$ cat config.mk
export PLATFORM = sky130hd
export DESIGN_NAME = mant_addsub_ctrl
export DESIGN_NICKNAME = d
export VERILOG_FILES = /design/src/rtl/mant_addsub_ctrl.sv
export SDC_FILE = /design/constraint.sdc
export NUM_CORES = 1
export LEC_CHECK = 0
export CAP_MARGIN = 20
export CORE_MARGIN = 4
export CORE_UTILIZATION = 30
export DETAILED_ROUTE_END_ITERATION = 16
export HOLD_SLACK_MARGIN = 0.05
export PLACE_DENSITY = 0.56
export SLEW_MARGIN = 0
export SYNTH_ARGS = -nofsm -noshare
export SYNTH_HDL_FRONTEND = slang
export SYNTH_SLANG_ARGS = --single-unit
$ cat constraint.sdc
create_clock -name clk -period 2.3 [get_ports clk]
set_input_delay 0.46 -clock clk [delete_from_list [all_inputs] [get_ports clk]]
set_output_delay 0.46 -clock clk [all_outputs]
set_load 0.01 [all_outputs]
$ cat src/rtl/mant_addsub_ctrl.sv
// Signed-magnitude mantissa add/subtract controller for the FP adder datapath.
// Optional feature macro: MANT_NORM_EN (adds the NORM state for left-normalization).

// N-bit ripple adder with carry in/out
module Nbit_FullAdder #(
  parameter int unsigned N = 8
) (
  input  logic [N-1:0] i_a,
  input  logic [N-1:0] i_b,
  input  logic         i_ci,
  output logic [N-1:0] o_s,
  output logic         o_co
);
  assign {o_co, o_s} = (N+1)'(i_a) + (N+1)'(i_b) + (N+1)'(i_ci);
endmodule

// Two's-complement fix-up of a subtract result that borrowed (no carry out)
module postcomplement #(
  parameter int unsigned N = 8
) (
  input  logic [N-1:0] i_operand,
  input  logic         i_co,
  input  logic         i_eff_sub,
  output logic [N-1:0] o_result
);
  logic w_complement;
  assign w_complement = i_eff_sub & ~i_co;
  assign o_result     = w_complement ? (~i_operand + N'(1)) : i_operand;
endmodule

module mant_addsub_ctrl #(
  parameter int unsigned N = 8
) (
  input  logic                   clk,
  input  logic                   rst,
  input  logic                   start_i,
  output logic                   ready_o,
  input  logic                   sign_a_i,
  input  logic [N-1:0]           mag_a_i,
  input  logic                   sign_b_i,
  input  logic [N-1:0]           mag_b_i,
  input  logic                   op_sub_i,
  output logic                   done_o,
  output logic                   sign_o,
  output logic [N-1:0]           mag_o,
  output logic                   carry_o,
  output logic                   zero_o,
  output logic [$clog2(N)-1:0]   shift_o
);
  localparam int unsigned SW = $clog2(N);

  typedef enum logic [2:0] {S_IDLE, S_ADD, S_FIX, S_NORM, S_DONE} state_t;

  state_t         r_state, w_next;
  logic           r_sign_a, r_sign_bx, r_eff_sub;
  logic [N-1:0]   r_mag_a, r_mag_b;
  logic [N-1:0]   r_s;
  logic           r_co;
  logic [N-1:0]   r_mag;
  logic           r_sign, r_carry, r_zero;
  logic           r_done, r_ready, r_sign_o, r_carry_o, r_zero_o;
  logic [N-1:0]   r_mag_o;

  logic [N-1:0]   w_add_b, w_s, w_op_comp;
  logic           w_co, w_carry, w_zero, w_sign;

  assign w_add_b = r_eff_sub ? ~r_mag_b : r_mag_b;

  Nbit_FullAdder #(.N(N)) u_adder (
    .i_a (r_mag_a),
    .i_b (w_add_b),
    .i_ci(r_eff_sub),
    .o_s (w_s),
    .o_co(w_co)
  );

  postcomplement #(.N(N)) u_postcomp (
    .i_operand(r_s),
    .i_co     (r_co),
    .i_eff_sub(r_eff_sub),
    .o_result (w_op_comp)
  );

  assign w_carry = ~r_eff_sub & r_co;
  assign w_zero  = (w_op_comp == '0);
  assign w_sign  = (r_eff_sub & ~r_co) ? r_sign_bx : r_sign_a;

`ifdef MANT_NORM_EN
  logic [SW-1:0]  r_shift, r_shift_o;
  logic           w_norm_req;
  assign w_norm_req = ~w_zero & ~w_carry & ~w_op_comp[N-1];
  assign shift_o    = r_shift_o;
`else
  assign shift_o    = '0;
`endif

  // State register
  always_ff @(posedge clk or posedge rst) begin
    if (rst) r_state <= S_IDLE;
    else     r_state <= w_next;
  end

  // Next-state logic
  always_comb begin
    w_next = r_state;
    case (r_state)
      S_IDLE: if (start_i) w_next = S_ADD;
      S_ADD:  w_next = S_FIX;
`ifdef MANT_NORM_EN
      S_FIX:  w_next = w_norm_req ? S_NORM : S_DONE;
      // exit once the bit shifting into the MSB is a one
      S_NORM: if (r_mag[N-2]) w_next = S_DONE;
`else
      S_FIX:  w_next = S_DONE;
`endif
      S_DONE: w_next = S_IDLE;
      default: w_next = S_IDLE;
    endcase
  end

  // Operand latch and working datapath registers
  always_ff @(posedge clk or posedge rst) begin
    if (rst) begin
      r_sign_a  <= 1'b0;
      r_sign_bx <= 1'b0;
      r_eff_sub <= 1'b0;
      r_mag_a   <= '0;
      r_mag_b   <= '0;
      r_s       <= '0;
      r_co      <= 1'b0;
      r_mag     <= '0;
      r_sign    <= 1'b0;
      r_carry   <= 1'b0;
      r_zero    <= 1'b0;
`ifdef MANT_NORM_EN
      r_shift   <= '0;
`endif
    end else begin
      case (r_state)
        S_IDLE: if (start_i) begin
          r_sign_a  <= sign_a_i;
          r_sign_bx <= sign_b_i ^ op_sub_i;
          r_eff_sub <= sign_a_i ^ sign_b_i ^ op_sub_i;
          r_mag_a   <= mag_a_i;
          r_mag_b   <= mag_b_i;
        end
        S_ADD: begin
          r_s  <= w_s;
          r_co <= w_co;
        end
        S_FIX: begin
          r_mag   <= w_op_comp;
          r_carry <= w_carry;
          r_zero  <= w_zero;
          r_sign  <= w_zero ? 1'b0 : w_sign;
`ifdef MANT_NORM_EN
          r_shift <= '0;
`endif
        end
`ifdef MANT_NORM_EN
        S_NORM: begin
          r_mag   <= {r_mag[N-2:0], 1'b0};
          r_shift <= r_shift + SW'(1);
        end
`endif
        default: ;
      endcase
    end
  end

  // Handshake and result output registers; results held until next completion
  always_ff @(posedge clk or posedge rst) begin
    if (rst) begin
      r_ready   <= 1'b1;
      r_done    <= 1'b0;
      r_sign_o  <= 1'b0;
      r_mag_o   <= '0;
      r_carry_o <= 1'b0;
      r_zero_o  <= 1'b0;
`ifdef MANT_NORM_EN
      r_shift_o <= '0;
`endif
    end else begin
      r_ready <= (w_next == S_IDLE);
      r_done  <= (r_state == S_DONE);
      if (r_state == S_DONE) begin
        r_sign_o  <= r_sign;
        r_mag_o   <= r_mag;
        r_carry_o <= r_carry;
        r_zero_o  <= r_zero;
`ifdef MANT_NORM_EN
        r_shift_o <= r_shift;
`endif
      end
    end
  end

  assign ready_o = r_ready;
  assign done_o  = r_done;
  assign sign_o  = r_sign_o;
  assign mag_o   = r_mag_o;
  assign carry_o = r_carry_o;
  assign zero_o  = r_zero_o;

endmodule

== Word-level counts from Yosys, hierarchy flattened ==
Cells that the tools add are included.
Word-level totals
  flip-flop bits (word level): 55
  input port bits: 22
  output and inout bits: 16
  logic and storage cells: 43
Operators by class
  $add $sub $neg: 3
  equal/unequal tests: 3
  multiplexer cells: 6
  bitwise logic cells: 9
  reduce and logical (&&, ||, !) cells: 4
Operators with widths (count)
  $mux W8: 2
  $not A8 Y8: 2
  $add A8 B8 Y9: 1
  $add A9 B1 Y9: 1
  $pmux W3 S3: 1
  $add A8 B1 Y8 const B: 1
  $logic_not A8 Y1: 1
  $logic_not A3 Y1: 2
  $eq A3 B1 Y1 const B: 1
  $eq A3 B2 Y1 const B: 1
  $eq A3 B3 Y1 const B: 1
  $mux W3: 1
  $xor A1 B1 Y1: 3
  $and A1 B1 Y1: 2
  $mux W1: 2
  $not A1 Y1: 2
  $reduce_and A2 Y1: 1

== Logic depth before layout (Yosys ltp) ==
Gate-level depths: netlist (run 1).
  depth after elaboration: 5
  mapped depth: 9
  depth with buffers taken out: 8

== By module ==
Synthesis (run 1) repeated with hierarchy kept, for this count alone.
Second synthesis, totals
  cell total of the unflattened synthesis: 222
  area total of the unflattened synthesis: 2701.3 um^2
Modules (own cells, without submodules)
  mant_addsub_ctrl: times used 1, cells an instance 158, area an instance 2194.6 um^2, sequential area each 1377.6 um^2
  Nbit_FullAdder: times used 1, cells an instance 40, area an instance 331.6 um^2, sequential area each 0.0 um^2
  postcomplement: times used 1, cells an instance 24, area an instance 175.2 um^2, sequential area each 0.0 um^2

== Worst setup path before layout (run 1) ==
No wires, ideal clock.
  path type: reg-to-reg
  from: register r_eff_sub
  to: register r_co
  setup time: 0.095 ns
  data arrival time: 2.167 ns
  data required time: 2.205 ns
  path slack: 0.037 ns
  cell stages (with the launch flop): 10
  buffers on the path: 1
  clock period less this slack: 2.263 ns
  path through: dfrtp_1 clkbuf_1 xor2_1 inv_1 fa_1 nor2b_1 o21ai_0 a21boi_0 nor4_1 o31ai_1
On the way
  word-level cells in the longest chain between the ends: 3
Ends and longest elaborated chain
  from (decl): RTL line 55  | logic r_sign_a, r_sign_bx, r_eff_sub;
  from (signal assigned): RTL line 143  | r_eff_sub <= sign_a_i ^ sign_b_i ^ op_sub_i;
  $mux W8: RTL line 67  | assign w_add_b = r_eff_sub ? ~r_mag_b : r_mag_b;
  $add A8 B8 Y9: RTL line 14  | assign {o_co, o_s} = (N+1)'(i_a) + (N+1)'(i_b) + (N+1)'(i_ci);
  $add A9 B1 Y9 *: RTL line 14
  to (signal assigned): RTL line 149  | r_co <= w_co;
  to (decl): RTL line 58  | logic r_co;
Every way passes the cells marked *; elsewhere a longest branch is shown, timed or not.
A chain may end at the register's enable or synchronous reset.

== Worst setup path after layout (run 1) ==
  from: register r_s[0]
  to: register r_sign
On the way
  word-level cells in the longest chain between the ends: 5
Ends and longest elaborated chain
  from (decl): RTL line 57  | logic [N-1:0] r_s;
  from (signal assigned): RTL line 148  | r_s <= w_s;
  $not A8 Y8: RTL line 28  | assign o_result = w_complement ? (~i_operand + N'(1)) : i_operand;
  $add A8 B1 Y8: RTL line 28
  $mux W8 *: RTL line 28
  $logic_not A8 Y1 *: RTL line 85  | assign w_zero = (w_op_comp == '0);
  $mux W1 *: RTL line 155  | r_sign <= w_zero ? 1'b0 : w_sign;
  to (signal assigned): RTL line 155
  to (decl): RTL line 60  | logic r_sign, r_carry, r_zero;
Marks and branches as above.

==> flow_summary_export.csv, run 1 <==
group,metric,value,unit
finish,final_nets,310,
sta,finClkSkew,8.655,ps
run,cap_violations,0,
logic_synthesis,syn_area_per_cell,11.26,sq um
cts,clkTransAtPathRegs,100,ps
status,status,"finished clean",
logic_synthesis,ys_seq_area_frac,0.5055,
sta,worst_slack,155.8,ps
setup_path,reg2regPathDepth,5,
setup_path,critPathLaunchType,"flip-flop",
setup_path,end_kind,"flip-flop",
global_routing,grtUsageTotal,0.1035,
route,drc_errors,0,
route,dr.pass1.iters,4,
power,power,5.443,mW
logic_synthesis,synthArstFlopShare,1.000,
finish,final_layout_size_suffix_gt1_frac,0.2036,
power,ir_drop,0.7391,mV
setup_path,slowest_stage,"or4_4",
logic_synthesis,synthCells,242,
finish,stdcell_area,3379,sq um
setup_path,critPathMaxFanout,5,
setup_path,cp_slowest_stage_delay,570,ps
die,dieArea,10670,sq um
route,avgRoutedWirePerCell,13.03,um
route,antenna_left,0,
logic_synthesis,synth_most_common_cell,"dfrtp_1",
global_routing,antenna_found_initial,0,
cts,clock-sinks,55,
cts,cts_buffers,5,
cts,clkLatencyLatePin,310,ps
die,start_util,0.3110,
sta,setup_violations,0,
cts,cts_tree,"done",
die,core,8763,sq um
cts,cts-root-buf,"clkbuf_8",
die,ios,38,
sta,rsz0062_at_grt,"yes",
die,die_x,103.3,um
die,die_y,103.3,um
logic_synthesis,synth.distinct_cells,44,
logic_synthesis,yosys_warnings,0,
sta,hold_viol_final,0,
logic_synthesis,ys.flop_type,"dfrtp_1",
logic_synthesis,synth_common_cells,"dfrtp_1, mux2_2, xor2_1, nand2_1",
finish,fill_cells,880,
global_routing,grt-ovfl-total,0,
place,dp_slack,134.1,ps
route,via_count,1841,
sta,max_freq,466.4,MHz
setup_path,path_class,"reg -> reg",
sta,fin_crit_sh,0.9323,
logic_synthesis,synth_edf_count,0,
logic_synthesis,yosys-top-cells-area,"dfrtp_1, mux2_2, xor2_1, ha_1, o21ai_0",
die,rows,34,
finish,area_growth,24.01,%
route,vias_per_cell,4.745,
setup_path,cp.arrival,2340,ps
setup_path,cpMostUsedCell,"a21oi_1",
logic_synthesis,synth-seq-cells,55,
route,drt_iter0_markers,59,
cts,clockBufferDepth,2,
setup_path,required,2500,ps
finish,final_cells,388,
place,io_buffers,34,
power,p_per_area,1611,nW/um^2
place,postPlaceCellArea,3243,sq um
sta,final_max_slew_viol_count,0,
power,p_leak,1.454,nW
global_routing,grt_pass1_vias,1839,
place,place_inst,380,
logic_synthesis,syn_area,2725,sq um
min_path,hold_class,"in -> async",
global_routing,grt_pass1_wl,8.618,mm
cts,cts_max_level,2,
global_routing,grt_max_degree,56,
logic_synthesis,synth.largest_area_cell,"dfrtp_1",
place,place_hpwl,3.704,mm
route,wirelength,5.054,mm
finish,n_antenna_cell,0,
setup_path,crit_path_cell_trace,"or4_4, or4b_1, a21oi_1, a21oi_1, o31a_1",
cts,postCtsSetupRepairBufs,0,
logic_synthesis,synth_top_area_frac,0.4959,
sta,min_period,2144,ps
place,place.gp.congestion,0.7720,
## cell type report
| cell class | instances | area [sq um] | share of cell area |
|---|---|---|---|
| Multi-Input combinational cell | 164 | 1260 | 0.3728 |
| Tap cell | 108 | 135.1 | 0.03999 |
| Clock buffer | 5 | 68.82 | 0.02036 |
| Timing Repair Buffer | 43 | 432.9 | 0.1281 |
| Clock inverter | 3 | 67.56 | 0.01999 |
| Inverter | 10 | 37.54 | 0.01111 |
| Sequential cell | 55 | 1378 | 0.4076 |
## critical path, delay by kind of cell (launching register included)
family / cells / cell delay, ps
flops: 1 / 420
simple gates: 2 / 1080
compound gates: 3 / 530
## power breakdown
group	switching [mW]	leakage (nW)	internal (mW)
Sequential	0.353	0.658	1.45
Combinational	1.41	0.732	1.48
Clock	0.320	0.0644	0.434
## layout by cell type (no fill, tap or decap), drive strengths merged, types with 3 or more instances in the layout
cell type      Yosys  routed
xor2              17      17
nor3               5       5
buf                3       9
clkbuf            12       5
dfrtp             54      54
inv               10      10
nand2             16      16
and3               3       3
clkdlybuf4s50      0      34
o31ai              4       4
a21oi             12      12
mux2              32      32
ha                 8       8
nor2b              3       3
o21ai             13      13
nor2              13      13
conb               1       3
nor3b              4       4
## registers in the layout, indices dropped and copies added, names as in the netlist, 3 cells and up
register  count
r_s           8
r_state       3
r_mag         8
r_mag_b       8
r_mag_a       8
mag_o         8
## cell families after synthesis
| logic type | count (synthesis) | share of synthesized area |
|---|---|---|
| and+or+nand+nor | 56 | 0.1074 |
| DFF | 55 | 0.5055 |
| AOI/OAI and AO/OA | 43 | 0.1019 |
| muxes | 34 | 0.1396 |
| buffers and inverters | 25 | 0.03903 |
| xor gates and xnor gates | 19 | 0.06107 |
| adders and majority gates | 9 | 0.04408 |
| other | 1 | 0.001376 |
## timing repair
action / in CTS / in global routing
endpoints found under the setup margin: 0 / 3
gates resized for setup: 0 / 2
hold buffers: 0 / 0
hold endpoints to repair: 0 / 0
## per-layer routing
metal  GRT usage  part of all wire
met5           0                 0
met2      0.1667              0.47
met4     0.03884             0.017
met3     0.02213             0.041
met1      0.1371              0.47
## worst paths after layout
path                       slack, ps                 start                    to
setup / recovery                 160    r_s[0]$_DFFE_PP0P_    r_sign$_DFFE_PP0P_
hold / removal                   510                   rst   r_carry$_DFFE_PP0P_
setup reg to reg                 160    r_s[0]$_DFFE_PP0P_    r_sign$_DFFE_PP0P_
hold reg to reg                  510  r_mag[0]$_DFFE_PP0P_  mag_o[0]$_DFFE_PP0P_
max in group asynchronous       1500                   rst     ready_o$_DFF_PP1_
min in group clk                 510  r_mag[0]$_DFFE_PP0P_  mag_o[0]$_DFFE_PP0P_
## through the flow
| step | TNS [ps] | hold WS [ps] | utilization |
|---|---|---|---|
| after detailed placement | 0 | 493.3 | 0.3701 |
| after global placement | 0 | 489.4 | 0.3701 |
| after global routing | -0.6457 | 528.1 | 0.3856 |
| after floorplan | 0 | 475.0 | - |
| after CTS | 0 | 511.9 | 0.3856 |
| final | 0 | 506.4 | 0.3856 |
Power figures use the tool's default switching activity.
==> run 2, diff against run 1 <==
--- a/config.mk
+++ b/config.mk
@@ -10,8 +10,9 @@
 export CORE_UTILIZATION = 30
 export DETAILED_ROUTE_END_ITERATION = 16
 export HOLD_SLACK_MARGIN = 0.05
-export PLACE_DENSITY = 0.56
+export PLACE_DENSITY = 0.54
 export SLEW_MARGIN = 0
 export SYNTH_ARGS = -nofsm -noshare
 export SYNTH_HDL_FRONTEND = slang
+export SYNTH_HIERARCHICAL = 1
 export SYNTH_SLANG_ARGS = --single-unit
==> constraint.sdc (replaced) <==
create_clock -name clk -period 2.57 [get_ports clk]
set_input_delay 0.514 -clock clk [delete_from_list [all_inputs] [get_ports clk]]
set_output_delay 0.514 -clock clk [all_outputs]
set_load 0.01 [all_outputs]
==> flow_summary_export.csv, run 2 <==
group,metric,value,unit
cts,cts-root-buf,"clkbuf_8",
place,place.gp.congestion,0.7739,
global_routing,antenna_found_initial,0,
sta,min_period,2326,ps
route,wirelength,4.551,mm
sta,worst_slack,244.2,ps
logic_synthesis,syn_area,2701,sq um
logic_synthesis,synth_most_common_cell,"dfrtp_1",
place,io_buffers,34,
sta,rsz0062_at_grt,"no",
finish,stdcell_area,3263,sq um
finish,area_growth,20.80,%
cts,cts_tree,"done",
setup_path,rr_startpoint,"r_eff_sub$_DFFE_PP0P_",
die,die_x,102.9,um
sta,fin_setup_tns,0,ps
cts,clkTransAtPathRegs,100,ps
die,dieArea,10590,sq um
route,dr.pass1.iters,4,
sta,hold_viol_final,0,
setup_path,end_kind,"flip-flop",
setup_path,required,2770,ps
route,via_count,1685,
finish,final_nets,290,
power,p_leak,1.442,nW
logic_synthesis,synth_common_cells,"dfrtp_1, mux2_1, nand2_1, xor2_1",
power,ir_drop,0.5927,mV
cts,cts_buffers,5,
logic_synthesis,yosys_warnings,6,
logic_synthesis,syn_area_per_cell,12.17,sq um
logic_synthesis,ys_seq_area_frac,0.5100,
logic_synthesis,synth_top_area_frac,0.5002,
sta,final_max_slew_viol_count,0,
cts,hold_buffers,0,
global_routing,grt_pass1_vias,1663,
setup_path,r2r-end,"r_co$_DFFE_PP0P_",
setup_path,cp-endpoint,"r_co$_DFFE_PP0P_",
setup_path,r2r_slack,240,ps
cts,clkLatencyLatePin,310,ps
setup_path,critPathLaunchType,"flip-flop",
setup_path,path_class,"reg -> reg",
logic_synthesis,synthArstFlopShare,1.000,
logic_synthesis,synth-seq-cells,55,
logic_synthesis,synth.distinct_cells,42,
place,dp_slack,239.4,ps
finish,n_antenna_cell,0,
place,place_hpwl,3.482,mm
status,status,"finished clean",
cts,postCtsSetupRepairBufs,0,
cts,clockBufferDepth,2,
setup_path,cp-startpoint,"r_eff_sub$_DFFE_PP0P_",
route,drc_errors,0,
route,antenna_left,0,
die,die_y,102.9,um
setup_path,reg2regPathDepth,7,
global_routing,grt_max_degree,36,
sta,fin_crit_sh,0.9050,
route,vias_per_cell,4.591,
route,avgRoutedWirePerCell,12.40,um
setup_path,cp.arrival,2520,ps
global_routing,grt_pass1_wl,7.845,mm
run,cap_violations,0,
logic_synthesis,ys.flop_type,"dfrtp_1",
sta,whs,483.3,ps
die,ios,38,
logic_synthesis,synthCells,222,
route,drt_iter0_markers,24,
finish,final_core_util,0.3742,
power,p_per_area,1433,nW/um^2
cts,cts_max_level,2,
sta,setup_violations,0,
place,postPlaceCellArea,3164,sq um
finish,final_cells,367,
global_routing,grtUsageTotal,0.09345,
die,rows,34,
sta,max_freq,430.0,MHz
finish,final_layout_size_suffix_gt1_frac,0.1120,
logic_synthesis,yosys-top-cells-area,"dfrtp_1, mux2_1, xor2_1, nand2_1, ha_1",
min_path,hold_class,"reg -> reg",
finish,final_cell_mix,"dfrtp_1, mux2_1, clkdlybuf4s50_1, nand2_1, xor2_1",
cts,clock-sinks,55,
logic_synthesis,synth_edf_count,0,
logic_synthesis,synth.largest_area_cell,"dfrtp_1",
setup_path,critPathMaxFanout,4,
global_routing,grt-ovfl-total,0,
die,start_util,0.3098,
place,place_inst,359,
power,power,4.678,mW
die,core,8721,sq um
cts,ctsResizeCount,0,
sta,finClkSkew,8.274,ps
finish,final_common_cell,"dfrtp_1",
## run 2: changes by cell type after synthesis, sizes merged, moves of 3 or more
cell,change
nand2,+14
clkbuf,-11
o21ai,-11
nor2,-10
mux2,+9
buf,+8
a21oi,-4
o31ai,-4
and3,-3
inv,-3
nor4,+3
## run 2: critical path, stage by stage, from the launching register on
cell	delay, ps
dfrtp_1	420
xor2_1	190
fa_1	440
fa_1	410
a21oi_1	220
o21a_1	170
o21ai_0	90
mux2_1	290
## run 2: cells by family (layout without fill, tap and decap cells)
| group | after synthesis | after routing | share of synthesized area |
|---|---|---|---|
| adders and majority gates | 10 | 10 | 0.05188 |
| AOI/OAI and AO/OA | 20 | 20 | 0.05095 |
| xor gates and xnor gates | 20 | 20 | 0.06485 |
| DFF | 55 | 55 | 0.5100 |
| other | 1 | 3 | 0.001388 |
| and+or+nand+nor | 56 | 56 | 0.1112 |
| buffers and inverters | 19 | 54 | 0.03891 |
| muxes | 41 | 41 | 0.1709 |
## run 2: final cells by class
type,count,area [sq um]
clock buffer,6,82.58
clock inverter,2,16.27
fill,876,5458
inverter,7,26.28
multi-input combinational,150,1235
sequential,55,1378
tap,108,135.1
timing repair buffer,39,390.4
## run 2: worst min-delay path by stage
| stage | end | from | slack [ps] | cells past startpoint |
|---|---|---|---|---|
| after floorplan | r_carry$_DFFE_PP0N_ | r_carry$_DFFE_PP0N_ | 430 | 2 |
| after global placement | r_mag[0]$_DFFE_PP0N_ | r_mag[0]$_DFFE_PP0N_ | 460 | 2 |
| after detailed placement | r_mag[7]$_DFFE_PP0N_ | r_mag[7]$_DFFE_PP0N_ | 460 | 2 |
| after CTS | r_mag[7]$_DFFE_PP0N_ | r_mag[7]$_DFFE_PP0N_ | 490 | 2 |
| after global routing | mag_o[7]$_DFFE_PP0P_ | r_mag[7]$_DFFE_PP0N_ | 520 | 1 |
| final | r_mag[7]$_DFFE_PP0N_ | r_mag[7]$_DFFE_PP0N_ | 480 | 2 |
## run 2: layer usage
layer,wire (um),GRT usage,vias to the layer above
met1,2151,0.1214,814
met2,2070,0.1519,33
met3,270,0.02503,7
li1,-,-,831
met4,59,0.02988,0
met5,0,0,-
## run 2: power breakdown
| part | internal, mW | total [mW] | switching (mW) |
|---|---|---|---|
| registers | 1.29 | 1.60 | 0.314 |
| clock network | 0.221 | 0.512 | 0.292 |
| logic | 1.30 | 2.56 | 1.27 |
| total | 2.81 | 4.68 | 1.87 |
